[config.mk]
export PLATFORM = sky130hd
export DESIGN_NAME = sr_drive_ctrl
export DESIGN_NICKNAME = d
export VERILOG_FILES = /design/src/rtl/sr_drive_ctrl.sv
export SDC_FILE = /design/constraint.sdc
export NUM_CORES = 1
export LEC_CHECK = 0
export ABC_AREA = 1
export CORE_MARGIN = 2
export CORE_UTILIZATION = 58
export CTS_CLUSTER_DIAMETER = 200
export DETAILED_ROUTE_END_ITERATION = 10
export GPL_TIMING_DRIVEN = 0
export PLACE_DENSITY_LB_ADDON = 0.15
export SETUP_SLACK_MARGIN = 0.05
export SYNTH_ARGS = -nofsm -noshare
export SYNTH_HDL_FRONTEND = slang
export SYNTH_SLANG_ARGS = --single-unit
[constraint.sdc]
create_clock -name clk -period 2.69 [get_ports clk]
set_clock_uncertainty 0.2 [all_clocks]
set_input_delay 0.269 -clock clk [delete_from_list [all_inputs] [get_ports clk]]
set_output_delay 0.269 -clock clk [all_outputs]
set_load 0.03 [all_outputs]
[src/rtl/sr_drive_ctrl.sv]
// sr_drive_ctrl: command front-end for a downstream SR flip-flop.
// Raw set/clear requests are synchronised, debounced and turned into rising-edge
// events. A small IDLE/PULSE/LOCK machine then issues clean one-cycle s or r
// pulses, with a forced quiet interval after each one. Events that arrive while
// the machine is busy are parked in per-channel pending flags. Commands that q
// already satisfies are silently dropped, and s and r are never high together.
module sr_drive_ctrl #(
  parameter int DB_CYCLES = 4,
  parameter int LOCKOUT   = 2,
  parameter int PRIO      = 0
) (
  input  logic clk,
  input  logic rst,
  input  logic set_req,
  input  logic clr_req,
  input  logic q_fb,
  output logic s,
  output logic r,
  output logic busy,
  output logic err_both
);

  localparam int CW = (DB_CYCLES < 1) ? 1 : $clog2(DB_CYCLES + 1);
  localparam logic [CW-1:0] DB_LAST = CW'((DB_CYCLES < 1) ? 0 : DB_CYCLES - 1);
  localparam int LW = (LOCKOUT > 1) ? $clog2(LOCKOUT) : 1;
  localparam logic [LW-1:0] LOCK_LAST = LW'((LOCKOUT > 0) ? LOCKOUT - 1 : 0);
  localparam bit SET_WINS = (PRIO != 0);

  typedef enum logic [1:0] {
    IDLE  = 2'd0,
    PULSE = 2'd1,
    LOCK  = 2'd2
  } state_t;

  // Channel 0 carries set requests and channel 1 carries clear requests.
  logic [1:0]    req_raw;
  logic [1:0]    sync_a;
  logic [1:0]    sync_b;
  logic [1:0]    stable;
  logic [1:0]    stable_d;
  logic [1:0]    events;
  logic [CW-1:0] db_cnt [2];

  state_t        state;
  state_t        state_n;
  logic          s_n;
  logic          r_n;
  logic [1:0]    pend;
  logic [1:0]    pend_n;
  logic [1:0]    want;
  logic          pick_set;
  logic          err_n;
  logic [LW-1:0] lock_cnt;
  logic [LW-1:0] lock_n;

  assign req_raw = {clr_req, set_req};

  // Two-flop synchroniser that brings both raw requests into the clk domain.
  always_ff @(posedge clk or negedge rst) begin
    if (!rst) begin
      sync_a <= '0;
      sync_b <= '0;
    end else begin
      sync_a <= req_raw;
      sync_b <= sync_a;
    end
  end

  // Per-channel debouncer: the stable level follows the synced input only after
  // it has disagreed for DB_CYCLES consecutive cycles.
  for (genvar ch = 0; ch < 2; ch++) begin : g_debounce
    always_ff @(posedge clk or negedge rst) begin
      if (!rst) begin
        db_cnt[ch] <= '0;
        stable[ch] <= 1'b0;
      end else if (sync_b[ch] == stable[ch]) begin
        db_cnt[ch] <= '0;
      end else if (db_cnt[ch] == DB_LAST) begin
        db_cnt[ch] <= '0;
        stable[ch] <= sync_b[ch];
      end else begin
        db_cnt[ch] <= db_cnt[ch] + CW'(1);
      end
    end
  end

  // Delayed copy of the stable levels, used to find their rising edges.
  always_ff @(posedge clk or negedge rst) begin
    if (!rst) begin
      stable_d <= '0;
    end else begin
      stable_d <= stable;
    end
  end

  assign events = stable & ~stable_d;
  assign want   = events | pend;
  assign busy   = (state != IDLE);

  // Next-state logic: select and filter commands in IDLE, park events otherwise.
  always_comb begin
    state_n  = state;
    s_n      = 1'b0;
    r_n      = 1'b0;
    pend_n   = pend | events;
    err_n    = err_both;
    lock_n   = lock_cnt;
    pick_set = 1'b0;
    case (state)
      IDLE: begin
        pend_n = '0;
        if (want[0] && want[1]) begin
          err_n = 1'b1;
        end
        pick_set = want[0] && (!want[1] || SET_WINS);
        if (pick_set) begin
          if (!q_fb) begin
            s_n     = 1'b1;
            state_n = PULSE;
          end
        end else if (want[1]) begin
          if (q_fb) begin
            r_n     = 1'b1;
            state_n = PULSE;
          end
        end
      end
      PULSE: begin
        lock_n  = '0;
        state_n = (LOCKOUT == 0) ? IDLE : LOCK;
      end
      LOCK: begin
        if (lock_cnt == LOCK_LAST) begin
          state_n = IDLE;
        end else begin
          lock_n = lock_cnt + LW'(1);
        end
      end
      default: begin
        state_n = IDLE;
      end
    endcase
  end

  // State, output pulse, pending, error and lockout registers.
  always_ff @(posedge clk or negedge rst) begin
    if (!rst) begin
      state    <= IDLE;
      s        <= 1'b0;
      r        <= 1'b0;
      pend     <= '0;
      err_both <= 1'b0;
      lock_cnt <= '0;
    end else begin
      state    <= state_n;
      s        <= s_n;
      r        <= r_n;
      pend     <= pend_n;
      err_both <= err_n;
      lock_cnt <= lock_n;
    end
  end

endmodule

Yosys cells after proc, flatten, opt, wreduce, memory -nomap -nowiden
Index checks and enable logic that the tools add are counted.

Memory bits (read-only): 0. Input bits: 5. Output and inout port bits: 4. RAM bits: 0. Flip-flop bits (word level): 22. Latch bits: 0. Memories kept: 0. Word-level logic and storage cells: 61.

Add/sub/neg operators: 3. Eq/ne operators: 10. Reduce and logical (&&, ||, !) cells: 10. Order comparisons: 0. $mul: 0. Muxes and demuxes: 20. Bitwise operators: 5. Divide/modulo/power cells: 0. Shift-type cells: 0.

Operators with widths (number): 2-to-1 mux 2 bit (6); 2-to-1 mux 3 bit (4); inequality test 3 bit, second input constant (3); 2-to-1 mux 1 bit (8); adder 3 x 1 -> 3 bit, second input constant (2); equality test 3 x 2 -> 1 bit, second input constant (2); case mux 2 bit (3 select lines) (1); AND reduction 2 bit (3); AND reduction 4 bit (1); nonzero test 2 bit (2); bitwise AND 2 bit (1); equality test 1 bit (2); equality test 2 x 1 -> 1 bit, second input constant (1); equality test 2 bit, second input constant (1); logical AND 1 bit (2); zero test 2 bit (1); inequality test 2 bit, second input constant (1); inverter 1 bit (2); inverter 2 bit (1); bitwise OR 2 bit (1); case mux 1 bit (2 select lines) (1); adder 1 bit, second input constant (1); zero test 1 bit (1).

Depth between registers and ports, before layout
Gate-level depths: netlist of run 1.

Word-level depth: 7. Mapped depth: 9. Mapped depth without buffers: 8.

Worst setup path before layout of run 1
Ideal clock, no wire load.

Path type: register to output. From: reg state[0]. To: out busy. Data required time: 2.221 ns. Buffers on the path: 1. Arrival: 0.961 ns. Cell stages (with the launch flop): 5. Setup slack: 1.260 ns. Cells stage by stage: dfrtp_1 inv_1 ha_1 buf_8 inv_1.

Longest elaborated chain between the ends: 1.

RTL lines: start, declared (line 44) `state_t state;`; start signal, assigned (line 155) `state <= state_n;`; nonzero test 2 bit (line 98) `assign busy = (state != IDLE);`; end, declared (line 19) `output logic busy,`.

Every way passes these cells.

Worst setup path after layout of run 1
Same ends and word-level chain as after synthesis.

==> results of run 1 <==
-- kinds of logic (layout without fill, tap and decap cells) --
kind of cell	count (synthesis)	in the layout
simple gates	34	34
fa+ha+maj	5	5
xor+xnor	2	2
flops	22	22
buf+inv	14	26
mux	2	2
compound gates	4	4
-- worst min-delay path by stage --
stage,cells after the start,endpoint,from
floorplan,0,db_cnt[0]$_DFF_PN0_,rst
global placement,0,sync_b[1]$_DFF_PN0_,sync_a[1]$_DFF_PN0_
detailed placement,0,sync_b[0]$_DFF_PN0_,sync_a[0]$_DFF_PN0_
global route,0,sync_b[0]$_DFF_PN0_,sync_a[0]$_DFF_PN0_
finish,0,sync_b[0]$_DFF_PN0_,sync_a[0]$_DFF_PN0_
CTS,0,sync_b[1]$_DFF_PN0_,sync_a[1]$_DFF_PN0_
-- layer usage --
metal	up-vias	wire, um
met5	-	0
met4	0	31
met3	4	36
met2	8	682
met1	272	541
li1	286	-
-- worst register-to-register path: stages, from the launching register on --
cell     delay, ns
dfrtp_1       0.39
inv_1         0.06
ha_1          0.22
buf_8         0.14
nand3_2       0.07
nor2_2        0.04
nor2_4        0.10
nand3_2       0.08
nand2_1       0.06
nand2_1       0.05
-- per-stage QoR --
stage,util (%),cells
5_1_grt,73.1,111
4_1_cts,73.1,111
2_1_floorplan,-,83
3_5_place_dp,69.6,107
3_3_place_gp,69.6,107
6_report,73.1,111
-- sequential cells by signal, indices dropped and copies added, names as in the netlist, 2 cells and up --
| register | cells |
|---|---|
| sync_b | 2 |
| stable_d | 2 |
| pend | 2 |
| db_cnt | 6 |
| stable | 2 |
| sync_a | 2 |
| state | 2 |
-- layout make-up --
type                       instances  area [um2]  area share, %
sequential                        22         551           49.4
clock buffer                       3        22.5           2.02
timing repair buffer               8        80.1           7.19
buffer                             1        15.0           1.35
tap                               16        20.0           1.80
clock inverter                     1        30.0           2.70
multi-input combinational         47         333           29.9
inverter                          13        62.6           5.62
-- power by group through the flow --
| stage | registers, mW | clock network (mW) | logic (mW) |
|---|---|---|---|
| floorplan | 0.516 | 0 | 0.413 |
| global placement | 0.497 | 0 | 0.532 |
| finish | 0.494 | 0.249 | 0.550 |
| global route | 0.509 | 0.268 | 0.614 |
| detailed placement | 0.503 | 0 | 0.551 |
| CTS | 0.496 | 0.256 | 0.559 |
-- cell usage in the layout (no fill, tap or decap), drive strengths merged, types with 3 or more instances in the layout --
master,instances
ha,5
clkbuf,3
inv,12
nand2,15
clkdlybuf4s50,8
dfrtp,22
nor2,6
nor3,3
nand3,7
==> results.py, run 1 <==
metrics = {
    "drt": {
        "ant_nets": 0,
        "wl_per_cell_um": 11.6,
        "drt_iter0_drc": 3,
        "wl_mm": 1.29,
        "drt_first_pass_iters": 4,
        "drc": 0,
        "dr_total_vias": 570,
        "post_drt_via_cell_ratio": 5.14,
    },
    "timing": {
        "setup_viol": 0,
        "whs_ns": 0.166,
        "rsz0062_at_grt": "false",
        "max_freq_mhz": 430,
        "relSlewSlack_pct": 38.6,
        "worst_pin_slew_ns": 0.917,
        "finalCritPeriodShare_pct": 86.5,
        "finalCriticalPeriod_ns": 2.33,
        "drv_slew": 0,
        "finalHoldViolCount": 0,
        "fin_ws_ns": 0.364,
        "setup_tns_ns": 0,
    },
    "clocking": {
        "htree_levels": 1,
        "cts_tree": "done",
        "postCtsSetupBuffers": 0,
        "cts_resized": 0,
        "worstSkewPairLatency_ns": 0.31,
        "ctsHoldBuffers": 0,
        "clk_pin_slew_ns": 0.12,
        "cts_root_buffer": "clkbuf_4",
        "cts_buffers": 3,
        "cts.path.max_buffers": 2,
        "clkSinkCount": 22,
    },
    "place": {
        "dp_hpwl_um": 942,
        "pre_cts_ws_ns": 0.701,
        "place_area_um2": 1060,
        "gp_congestion": 0.687,
        "portBuffers": 8,
    },
    "run": {
        "drv_cap": 0,
    },
    "status": {
        "status": "finished, final reports clean",
    },
    "grt": {
        "grt_use_met3_pct": 3.60,
        "grt_max_degree": 23,
        "grt-ovfl-total": 0,
        "grt-busiest-layer": "met2",
        "use_met2_pct": 28.7,
        "antenna_found_initial": 0,
        "grt_first_pass_wirelength_mm": 2.35,
        "grt_pass1_vias": 556,
        "grtUsageMet1_pct": 19.7,
        "track_usage_pct": 16.8,
    },
    "worst_setup_path": {
        "ff2ff_path_depth": 9,
        "end_kind": "output pin",
        "r2r-end": "state[1]$_DFFE_PN0P_",
        "start_kind": "flip-flop",
        "path_depth": 5,
        "cp_cell_sequence": "inv_1, ha_1, buf_8, inv_1, clkdlybuf4s50_1",
        "slowest_stage": "clkdlybuf4s50_1",
        "rrSetupSlack_ns": 1.19,
        "path_max_fanout": 9,
        "critPathRequiredTime_ns": 2.22,
        "crit_type": "flip-flop to output pin",
        "path_buf_inv": 4,
        "crit_path_frequent_cell": "inv_1",
        "cp-startpoint": "state[0]$_DFFE_PN0P_",
        "regToRegStartpoint": "state[0]$_DFFE_PN0P_",
        "cp.arrival_ns": 1.86,
        "cp_top_family": "buffers and inverters",
        "crit_path_max_incr_delay_ns": 0.67,
        "endpoint": "busy",
    },
    "synth": {
        "ys_seq_area_share_pct": 57.3,
        "yosys-top-cells-count": "dfrtp_1, inv_1, nand2_1",
        "synth-compound-area-share_pct": 3.65,
        "synthMuxAreaShare_pct": 2.34,
        "ys_seq_elements": 22,
        "ys_warn_count": 0,
        "synthXorXnorAreaFrac_pct": 1.82,
        "syn_nets": 93,
        "synthTopCellsByArea": "dfrtp_1, ha_1, inv_1",
        "synthAdderAreaFrac_pct": 6.51,
        "synth-edff-count": 0,
        "synthFlopType": "dfrtp_1",
        "synth_top_family_by_area": "simple AND/OR/NAND/NOR gates",
        "yosysMostFrequentCell": "dfrtp_1",
        "synth_cell_types": 23,
        "yosysTopAreaCellShare_pct": 57.3,
        "async_flop_share_pct": 100,
        "synth_largest_area_cell": "dfrtp_1",
        "synth_area_um2": 961,
        "avgSynthCellArea_um2": 11.6,
        "synthSimpleGateAreaFrac_pct": 20.3,
        "synth_cells": 83,
    },
    "pwr": {
        "pwr-share-seq_pct": 38.2,
        "power_switching_mw": 0.468,
        "peakVddDrop_mv": 0.597,
        "p_leak_nw": 0.546,
        "p_int_mw": 0.825,
        "p_clk_share_pct": 19.2,
        "swShare_pct": 36.2,
        "fin_total_pwr_mw": 1.29,
        "pwr-share-comb_pct": 42.6,
        "power_density_nw_per_um2": 1160,
    },
    "floorplanning": {
        "boundaryPins": 9,
        "num_rows": 14,
        "core_area_um2": 1520,
        "die_w_um": 44.7,
        "initial_core_util_pct": 63.1,
        "die_h_um": 44.7,
        "dieArea_um2": 2000,
    },
    "cells_and_area": {
        "drive_above_1_share_pct": 21.1,
        "area_growth_pct": 15.9,
        "nNetsFinal": 106,
        "diodes": 0,
        "design_area_um2": 1110,
        "n_fill_cell": 109,
    },
    "worst_hold_path": {
        "worstHoldPathType": "flip-flop to flip-flop",
    },
}
No activity file was read; power rests on OpenSTA's default activity.
==> inputs of run 2 (changes only) <==
--- a/config.mk
+++ b/config.mk
@@ -11,8 +11,9 @@
 export CTS_CLUSTER_DIAMETER = 200
 export DETAILED_ROUTE_END_ITERATION = 10
 export GPL_TIMING_DRIVEN = 0
-export PLACE_DENSITY_LB_ADDON = 0.15
+export PLACE_DENSITY = 0.8
 export SETUP_SLACK_MARGIN = 0.05
+export SKIP_LAST_GASP = 1
 export SYNTH_ARGS = -nofsm -noshare
 export SYNTH_HDL_FRONTEND = slang
 export SYNTH_SLANG_ARGS = --single-unit
==> run 2 against run 1 <==
  * Worst hold slack improved by 0.0028 ns
  * Global-route usage is 0.23 points lower
  * Critical endpoint unchanged
  * Critical path type unchanged
  * Core utilization did not move
  * Clock power barely moved
  * Cell area did not move
  * Sequential power barely moved
  * Die area unchanged
  * Non-clock buffer count is the same
  * Register-to-register slack worse by 0.02 ns
  * Combinational power barely moved
  * Count of clock-buffer cells in the layout is the same
  * Critical path depth stayed put
  * Largest power group unchanged
==> results.py, run 2 (same netlist as run 1, synthesis figures left out) <==
metrics = {
    "grt": {
        "grt_max_degree": 23,
        "track_usage_pct": 16.6,
        "antenna_found_initial": 0,
        "grt-ovfl-total": 0,
        "grt_first_pass_wirelength_mm": 2.22,
        "grt_pass1_vias": 559,
    },
    "drt": {
        "post_drt_via_cell_ratio": 5.15,
        "wl_mm": 1.31,
        "ant_nets": 0,
        "drt_first_pass_iters": 2,
        "drc": 0,
        "dr_total_vias": 572,
        "drt_iter0_drc": 3,
        "wl_per_cell_um": 11.8,
    },
    "cells_and_area": {
        "drive_above_1_share_pct": 21.1,
        "diodes": 0,
        "nNetsFinal": 106,
        "instances_no_fill": 111,
        "area_growth_pct": 15.9,
        "largest_reg_flops": 6,
        "most-common-layout-cells": "dfrtp_1, inv_1, nand2_1",
        "largest_register": "db_cnt",
        "layout_commonest_cell": "dfrtp_1",
    },
    "pwr": {
        "fin_total_pwr_mw": 1.30,
        "swShare_pct": 36.4,
        "p_leak_nw": 0.546,
        "power_density_nw_per_um2": 1170,
        "p_int_mw": 0.826,
        "p_clk_share_pct": 19.1,
        "pwr-share-seq_pct": 38.3,
        "peakVddDrop_mv": 0.624,
        "power_switching_mw": 0.473,
        "pwr-share-comb_pct": 42.6,
    },
    "status": {
        "status": "finished, final reports clean",
    },
    "worst_setup_path": {
        "end_kind": "output pin",
        "path_max_fanout": 9,
        "cp.arrival_ns": 1.87,
        "critPathRequiredTime_ns": 2.22,
        "path_buf_inv": 4,
        "crit_path_frequent_cell": "inv_1",
        "crit_type": "flip-flop to output pin",
        "cp_top_family": "buffers and inverters",
        "slowest_stage": "clkdlybuf4s50_1",
        "cp_cell_sequence": "inv_1, ha_1, buf_8, inv_1, clkdlybuf4s50_1",
        "start_kind": "flip-flop",
        "crit_path_max_incr_delay_ns": 0.67,
    },
    "clocking": {
        "cts_tree": "done",
        "clk_pin_slew_ns": 0.12,
        "worstSkewPairLatency_ns": 0.30,
        "cts_root_buffer": "clkbuf_4",
        "clkSinkCount": 22,
        "cts.path.max_buffers": 2,
        "cts_resized": 0,
        "htree_levels": 1,
        "postCtsSetupBuffers": 0,
        "ctsHoldBuffers": 0,
        "cts_buffers": 3,
    },
    "timing": {
        "finalHoldViolCount": 0,
        "rsz0062_at_grt": "false",
        "relSlewSlack_pct": 39.4,
        "finalCritPeriodShare_pct": 87.1,
        "finalCriticalPeriod_ns": 2.34,
        "setup_viol": 0,
        "fin_ws_ns": 0.348,
        "max_freq_mhz": 427,
        "setup_tns_ns": 0,
        "worst_pin_slew_ns": 0.907,
        "drv_slew": 0,
    },
    "run": {
        "drv_cap": 0,
    },
    "place": {
        "portBuffers": 8,
        "dp_hpwl_mm": 1.04,
        "pre_cts_ws_ns": 0.687,
        "gp_congestion": 0.682,
        "dp.cells": 107,
    },
    "floorplanning": {
        "dieArea_um2": 2000,
        "die_w_um": 44.7,
        "num_rows": 14,
        "die_h_um": 44.7,
        "boundaryPins": 9,
        "initial_core_util_pct": 63.1,
        "core_area_um2": 1520,
    },
    "worst_hold_path": {
        "worstHoldPathType": "flip-flop to flip-flop",
    },
}
[run 2: per-stage QoR]
stage,utilization (%),hold WS [ns],instance area [um2]
after global routing,73.1,0.178,1110
final,73.1,0.169,1110
after CTS,73.1,0.173,1110
after floorplan,-,-0.227,961
after global placement,69.6,0.140,1060
after detailed placement,69.6,0.145,1060
[run 2: per-layer routing]
layer  track usage, %  part of all wire (%)  vias up
met2             29.6                    54        8
met3             3.60                   3.1        4
li1                 -                     -      286
met1             17.3                    40      274
met4             10.9                   3.4        0
met5                0                     0        -
[run 2: worst paths after layout]
| kind | slack, ns | depth (start not counted) | end | start |
|---|---|---|---|---|
| worst max-delay path | 0.35 | 5 | busy | state[0]$_DFFE_PN0P_ |
| worst min-delay path | 0.17 | 0 | sync_b[1]$_DFF_PN0_ | sync_a[1]$_DFF_PN0_ |
| worst max register to register | 1.17 | 9 | state[1]$_DFFE_PN0P_ | state[0]$_DFFE_PN0P_ |
| worst min register to register | 0.17 | 0 | sync_b[1]$_DFF_PN0_ | sync_a[1]$_DFF_PN0_ |
| max in group asynchronous | 1.48 | 1 | stable[0]$_DFFE_PN0P_ | rst |
| min in group asynchronous | 0.26 | 1 | stable_d[1]$_DFF_PN0_ | rst |
[run 2: cell type report]
type	instances	area (um2)
Sequential cell	22	551
Fill cell	121	410
Multi-Input combinational cell	47	333
Timing Repair Buffer	8	80.1
Inverter	13	62.6
Clock inverter	1	30.0
Clock buffer	3	22.5
Tap cell	16	20.0
Buffer	1	15.0
[run 2: worst register-to-register path, cell delays in order (launching register included)]
cell	delay, ns
dfrtp_1	0.39
inv_1	0.07
ha_1	0.22
buf_8	0.14
nand3_2	0.07
nor2_2	0.05
nor2_4	0.10
nand3_2	0.08
nand2_1	0.06
nand2_1	0.05
[run 2: power by group through the flow]
stage / sequential (mW) / combinational [mW] / clock (mW)
2_1_floorplan: 0.516 / 0.413 / 0
4_1_cts: 0.499 / 0.563 / 0.257
5_1_grt: 0.507 / 0.621 / 0.267
3_5_place_dp: 0.507 / 0.560 / 0
6_report: 0.497 / 0.553 / 0.248
3_3_place_gp: 0.497 / 0.531 / 0
